<file path="src/rtl/wb_scoreboard.sv">
// Register-writeback scoreboard: per-register pending counters, ALU/load writeback arbiter
// and a registered register-file write port. Define WB_BYPASS_EN to add writeback forwarding outputs.
module wb_scoreboard #(
    parameter int unsigned AWL = 5,
    parameter int unsigned DWL = 32
) (
    input  logic           clk,
    input  logic           rst_n,
    input  logic           iss_valid,
    output logic           iss_ready,
    input  logic [AWL-1:0] iss_wa,
    input  logic           alu_valid,
    output logic           alu_ready,
    input  logic [AWL-1:0] alu_wa,
    input  logic [DWL-1:0] alu_wd,
    input  logic           ld_valid,
    output logic           ld_ready,
    input  logic [AWL-1:0] ld_wa,
    input  logic [DWL-1:0] ld_wd,
    output logic           wen,
    output logic [AWL-1:0] WA,
    output logic [DWL-1:0] WD,
    input  logic [AWL-1:0] RA1,
    input  logic [AWL-1:0] RA2,
    output logic           BUSY1,
    output logic           BUSY2,
    output logic           err
`ifdef WB_BYPASS_EN
    ,
    output logic           FWD1_V,
    output logic [DWL-1:0] FWD1_D,
    output logic           FWD2_V,
    output logic [DWL-1:0] FWD2_D
`endif
);

    localparam int unsigned NREG    = 2 ** AWL;
    localparam logic [0:0]  PTR_LD  = 1'b0;
    localparam logic [0:0]  PTR_ALU = 1'b1;

    logic [0:0]           ptr_q, ptr_d;
    logic [NREG-1:0][1:0] cnt_q, cnt_d;
    logic                 wen_q, wen_d;
    logic [AWL-1:0]       wa_q, wa_d;
    logic [DWL-1:0]       wd_q, wd_d;
    logic                 err_q, err_d;

    logic contested;
    logic alu_hs;
    logic ld_hs;
    logic iss_inc;
    logic inc_and_commit;

    // Readies depend only on valids, pointer and counter state; all forced low in reset.
    assign contested = alu_valid && ld_valid;
    assign alu_ready = rst_n && alu_valid && (!ld_valid || (ptr_q == PTR_ALU));
    assign ld_ready  = rst_n && ld_valid && (!alu_valid || (ptr_q == PTR_LD));
    assign iss_ready = rst_n && !((cnt_q[iss_wa] == 2'd3) && !(wen_q && (wa_q == iss_wa)));

    assign alu_hs         = alu_valid && alu_ready;
    assign ld_hs          = ld_valid && ld_ready;
    assign iss_inc        = iss_valid && iss_ready && (iss_wa != '0);
    assign inc_and_commit = iss_inc && wen_q && (wa_q == iss_wa);

    always_comb begin
        ptr_d = ptr_q;
        cnt_d = cnt_q;
        wen_d = 1'b0;
        wa_d  = wa_q;
        wd_d  = wd_q;
        err_d = err_q;

        if (contested) begin
            ptr_d = ~ptr_q;
        end

        // Address 0 still latches WA/WD but never raises wen.
        if (ld_hs) begin
            wen_d = (ld_wa != '0);
            wa_d  = ld_wa;
            wd_d  = ld_wd;
        end else if (alu_hs) begin
            wen_d = (alu_wa != '0);
            wa_d  = alu_wa;
            wd_d  = alu_wd;
        end

        // A same-register increment and commit cancel out.
        if (!inc_and_commit) begin
            if (iss_inc) begin
                cnt_d[iss_wa] = cnt_q[iss_wa] + 2'd1;
            end
            if (wen_q) begin
                if (cnt_q[wa_q] == 2'd0) begin
                    err_d = 1'b1;
                end else begin
                    cnt_d[wa_q] = cnt_q[wa_q] - 2'd1;
                end
            end
        end

        cnt_d[0] = 2'd0;
    end

    always_ff @(posedge clk or negedge rst_n) begin
        if (!rst_n) begin
            ptr_q <= PTR_LD;
            cnt_q <= '0;
            wen_q <= 1'b0;
            wa_q  <= '0;
            wd_q  <= '0;
            err_q <= 1'b0;
        end else begin
            ptr_q <= ptr_d;
            cnt_q <= cnt_d;
            wen_q <= wen_d;
            wa_q  <= wa_d;
            wd_q  <= wd_d;
            err_q <= err_d;
        end
    end

    assign wen   = wen_q;
    assign WA    = wa_q;
    assign WD    = wd_q;
    assign err   = err_q;
    assign BUSY1 = (RA1 != '0) && (cnt_q[RA1] != 2'd0);
    assign BUSY2 = (RA2 != '0) && (cnt_q[RA2] != 2'd0);

`ifdef WB_BYPASS_EN
    // Forward the value being written this cycle to matching readers.
    assign FWD1_V = wen_q && (wa_q == RA1) && (wa_q != '0);
    assign FWD1_D = wd_q;
    assign FWD2_V = wen_q && (wa_q == RA2) && (wa_q != '0);
    assign FWD2_D = wd_q;
`endif

endmodule

</file>
<file path="config.mk">
export PLATFORM = sky130hd
export DESIGN_NAME = wb_scoreboard
export DESIGN_NICKNAME = d
export VERILOG_FILES = /design/src/rtl/wb_scoreboard.sv
export SDC_FILE = /design/constraint.sdc
export NUM_CORES = 1
export LEC_CHECK = 0
export CORE_UTILIZATION = 42
export CTS_CLUSTER_DIAMETER = 80
export DETAILED_ROUTE_END_ITERATION = 8
export PLACE_DENSITY_LB_ADDON = 0.25
export SLEW_MARGIN = 0
export SYNTH_ARGS = -nofsm -noshare
export SYNTH_HDL_FRONTEND = slang
export SYNTH_SLANG_ARGS = --single-unit
</file>
<file path="constraint.sdc">
create_clock -name clk -period 3.25 [get_ports clk]
set_input_delay 0.4875 -clock clk [delete_from_list [all_inputs] [get_ports clk]]
set_output_delay 0.4875 -clock clk [all_outputs]
set_load 0.05 [all_outputs]
</file>
==> metrics.md <==
| Metric | Value |
|---|---|
| Reg clk slew, reported paths | `0.07 ns` |
| Via-to-Cell Ratio | `about 6.5` |
| Met3 WL | `2.29 mm` |
| GR Overflow Total | `0` |
| Initial Utilization | `43.4%` |
| Final Util | `60.7%` |
| CTS tree | `yes` |
| Worst Path Required | `2.76 ns` |
| Largest net degree at the start of global routing | `44` |
| Hold-critical path depth | `2` |
| PD cells | `681 mW/mm2` |
| # Max-Cap Violations | `0` |
| Post-DP HPWL | `20.4 mm` |
| Top-count cell post-synth | `dfrtp_1` |
| Arr. time, crit path | `approximately 2.7 ns` |
| CP Capture Type | `output pin` |
| Vias in the first global route | `about 7400` |
| Die footprint | `0.0178 mm2` |
| DRT antenna net count | `0` |
| Syn. warnings | `0` |
| CTS Buf Count | `9` |
| Diode count | `0` |
| R2R Setup Slk | `0.19 ns` |
| Syn_nets | `between 800 and 900` |
| Global-route wire length before repair | `42.3 mm` |
| Final period util | `slightly below 100%` |
| Total track usage | `around 31%` |
| Worst flop-to-flop path startpoint | `WA[0]$_DFFE_PN0P_` |
| Cell taking the most area after synthesis | `dfrtp_1` |
| Clk sinks | `102` |
| Largest stage delay, worst path | `0.51 ns` |
| DR top layer | `met4` |
| Final Power | `0.00690 W` |
| Reg2reg path depth | `14` |
| Drt total wl | `27.1 mm` |
| Die width | `133 um` |
| Worst Path Max Fanout | `6` |
| Number of synthesized flops with an enable pin | `0` |
| Post-synthesis sequential element count | `just over 100` |
| Avg WL per Cell | `~22 um` |
| Classification of the worst setup path | `in -> out` |
| Number of H-tree levels | `3` |
| Via Count | `7819` |
| Status | `completed` |
| Synth top cells by count | `dfrtp_1, nand2_1, a21oi_1` |
| Sequential fraction of the synthesis area | `35.2%` |
| CP Cell Sequence | `clkdlybuf4s15_2 -> bufbuf_16 -> mux4_2 -> a221oi_2 -> nand3_1 -> ha_2 -> o21ai_1 -> buf_4 -> and2_2 -> buf_12` |
| Core area | `roughly 0.017 mm2` |
| Initial antenna violation count | `0` |
| Largest cells by area after synthesis | `dfrtp_1, mux4_2, a221oi_1` |
| Post-synth ARST share | `100%` |
| Die height | `133 um` |
| Final nets | `between 1000 and 1500` |
| Final critical-path required period | `~3.2 ns` |
| Top FF cell, synth | `dfrtp_1` |
| Cell Area, Synth | `0.00726 mm2` |
| Final Max Tran Viols | `0` |
| Upper clock frequency limit | `315 MHz` |
| Leak | `4.17 nW` |
| FP Rows | `47` |
| M1 WL | `~11 mm` |
| Hold endpoint | `WD[23]$_DFFE_PN0P_` |
| Clk buf depth | `2` |
| Clock insertion delay at the later pin of the skew report | `between 0.3 and 0.4 ns` |
| Clock root cell | `clkbuf_16` |
| Max VDD drop | `0.446 mV` |
| Remaining DRCs | `0` |
| Hold Slack | `slightly below 0.5 ns` |
| Mapped Cells | `781` |
| Hold WC Path Type | `reg -> reg` |
| Clock skew | `0.0105 ns` |
| Share of cells above drive strength 1 | `a little under a quarter` |
| Detailed-router iteration count before antenna repair | `6` |
| R2r endpoint | `cnt_q[53]$_DFFE_PN0N_` |
| GP Congestion | `1.03` |
| Setup violators final | `0` |
| Met2 wire length | `12.8 mm` |
| Area Overhead vs Synth | `39.7%` |
| Endpoints failing hold | `0` |
| Final Non-Filler Cells | `1211` |
| DRT iter0 DRCs | `1011` |
| Top-Level Pins | `138` |
| Tightest Pin Transition | `0.604 ns` |
| Crit-path slowest cell | `mux4_2` |
| Fraction of post-synthesis cell area in the top cell type by area | `35.2%` |
| Placed insts | `1189` |
| Worst Hold Launch | `WD[23]$_DFFE_PN0P_` |
| Max transition margin | `59.7%` |
| Fin Setup TNS | `0 ns` |
| Cell variety after synth | `64` |
| Synth Area per Inst | `9.29 um2` |
| Worst setup SP type | `primary input` |
| Port Buf Inserts | `~140` |
-- logic make-up (layout without fill, tap and decap cells) --
| family | after synthesis | count (layout) | synth area share [%] |
|---|---|---|---|
| AO/OA/AOI/OAI | 277 | 277 | 27.3 |
| AND/OR/NAND/NOR | 232 | 232 | 15.6 |
| flip-flops | 102 | 102 | 35.2 |
| buffers and inverters | 83 | 293 | 4.90 |
| multiplexers | 79 | 79 | 16.0 |
| XOR/XNOR | 6 | 6 | 0.724 |
| adder cells (fa/ha/maj) | 2 | 2 | 0.345 |
-- repair_timing --
action                                 in CTS  in global routing
hold buffers                                1                  0
endpoints found under the hold margin       3                  0
setup endpoints to repair                   5                 48
pin swaps                                   0                  1
setup buffers                               1                  3
gates cloned                                1                  0
resized for setup                           7                 16
-- where the power goes --
| part | switching (W) | leakage, nW | total, W | internal (W) |
|---|---|---|---|---|
| combinational | 0.00188 | 2.81 | 0.00341 | 0.00152 |
| sequential | 0.000643 | 1.22 | 0.00236 | 0.00172 |
| clock | 0.000525 | 0.137 | 0.00113 | 0.000605 |
-- flip-flops by register name, summed over array words and instances, names as in the netlist --
register and flops:
ptr_q 1, wen 1, WA 5, err 1, WD 32, cnt_q 62
-- worst max-delay path by stage --
stage                           start                    end  slack, ns  cells past startpoint
floorplan           WA[3]$_DFFE_PN0P_  cnt_q[16]$_DFFE_PN0N_     0.0001                     13
global placement            iss_wa[1]  cnt_q[43]$_DFFE_PN0N_      -0.28                     10
detailed placement          iss_wa[0]  cnt_q[30]$_DFFE_PN0N_      -0.39                     15
CTS                 WA[0]$_DFFE_PN0P_  cnt_q[53]$_DFFE_PN0N_      0.004                     13
global route                iss_wa[0]              iss_ready     -0.009                     10
finish                      iss_wa[0]              iss_ready       0.07                     10
-- layout by cell type, fill, tap and decap left out, types with 3 or more instances in the layout --
cell / n
a211oi_1: 15
a21oi_1: 67
a221oi_1: 63
a221oi_2: 12
a22oi_1: 9
and3_1: 4
and3b_1: 3
buf_12: 14
buf_4: 120
clkbuf_16: 9
clkdlybuf4s50_1: 127
clkinvlp_4: 3
dfrtp_1: 97
dfrtp_2: 4
inv_1: 9
mux2_2: 3
mux2i_1: 47
mux4_2: 29
nand2_1: 79
nand2b_1: 7
nand3_1: 6
nand3b_1: 5
nand4_1: 4
nor2_1: 59
nor2_2: 6
nor2b_1: 3
nor3_1: 22
nor3_2: 3
nor3b_1: 3
o211ai_1: 3
o21ai_0: 42
o21ai_1: 4
o22ai_1: 13
o31ai_1: 25
o41ai_1: 6
or3_1: 3
xnor2_1: 6
-- cell type report --
type	count	area, um2
sequential	102	2560
fill	1446	6560
tap	220	275
clock inverter	6	72.6
multi-input combinational	596	4420
inverter	9	33.8
timing repair buffer	268	2540
clock buffer	10	229
-- stage by stage --
| step | setup WS, ns | cell area, um2 |
|---|---|---|
| 6_report | 0.0747 | 10100 |
| 5_1_grt | -0.00936 | 10100 |
| 4_1_cts | 0.00390 | 10100 |
| 3_5_place_dp | -0.395 | 9700 |
| 3_3_place_gp | -0.285 | 9700 |
| 2_1_floorplan | 0.000133 | 7320 |
-- metal layers --
metal,up-vias,GRT usage [%]
li1,3465,-
met5,-,0
met4,0,17.0
met1,3753,40.1
met3,119,6.01
met2,482,49.6
-- critical path, delay by kind of cell --
family                     cells  cell delay (ns)
AOI/OAI and AO/OA              2             0.39
adders and majority gates      1             0.22
buffers and inverters          4             0.81
muxes                          1             0.51
and+or+nand+nor                2             0.28
(Power assumes the default switching activity.)
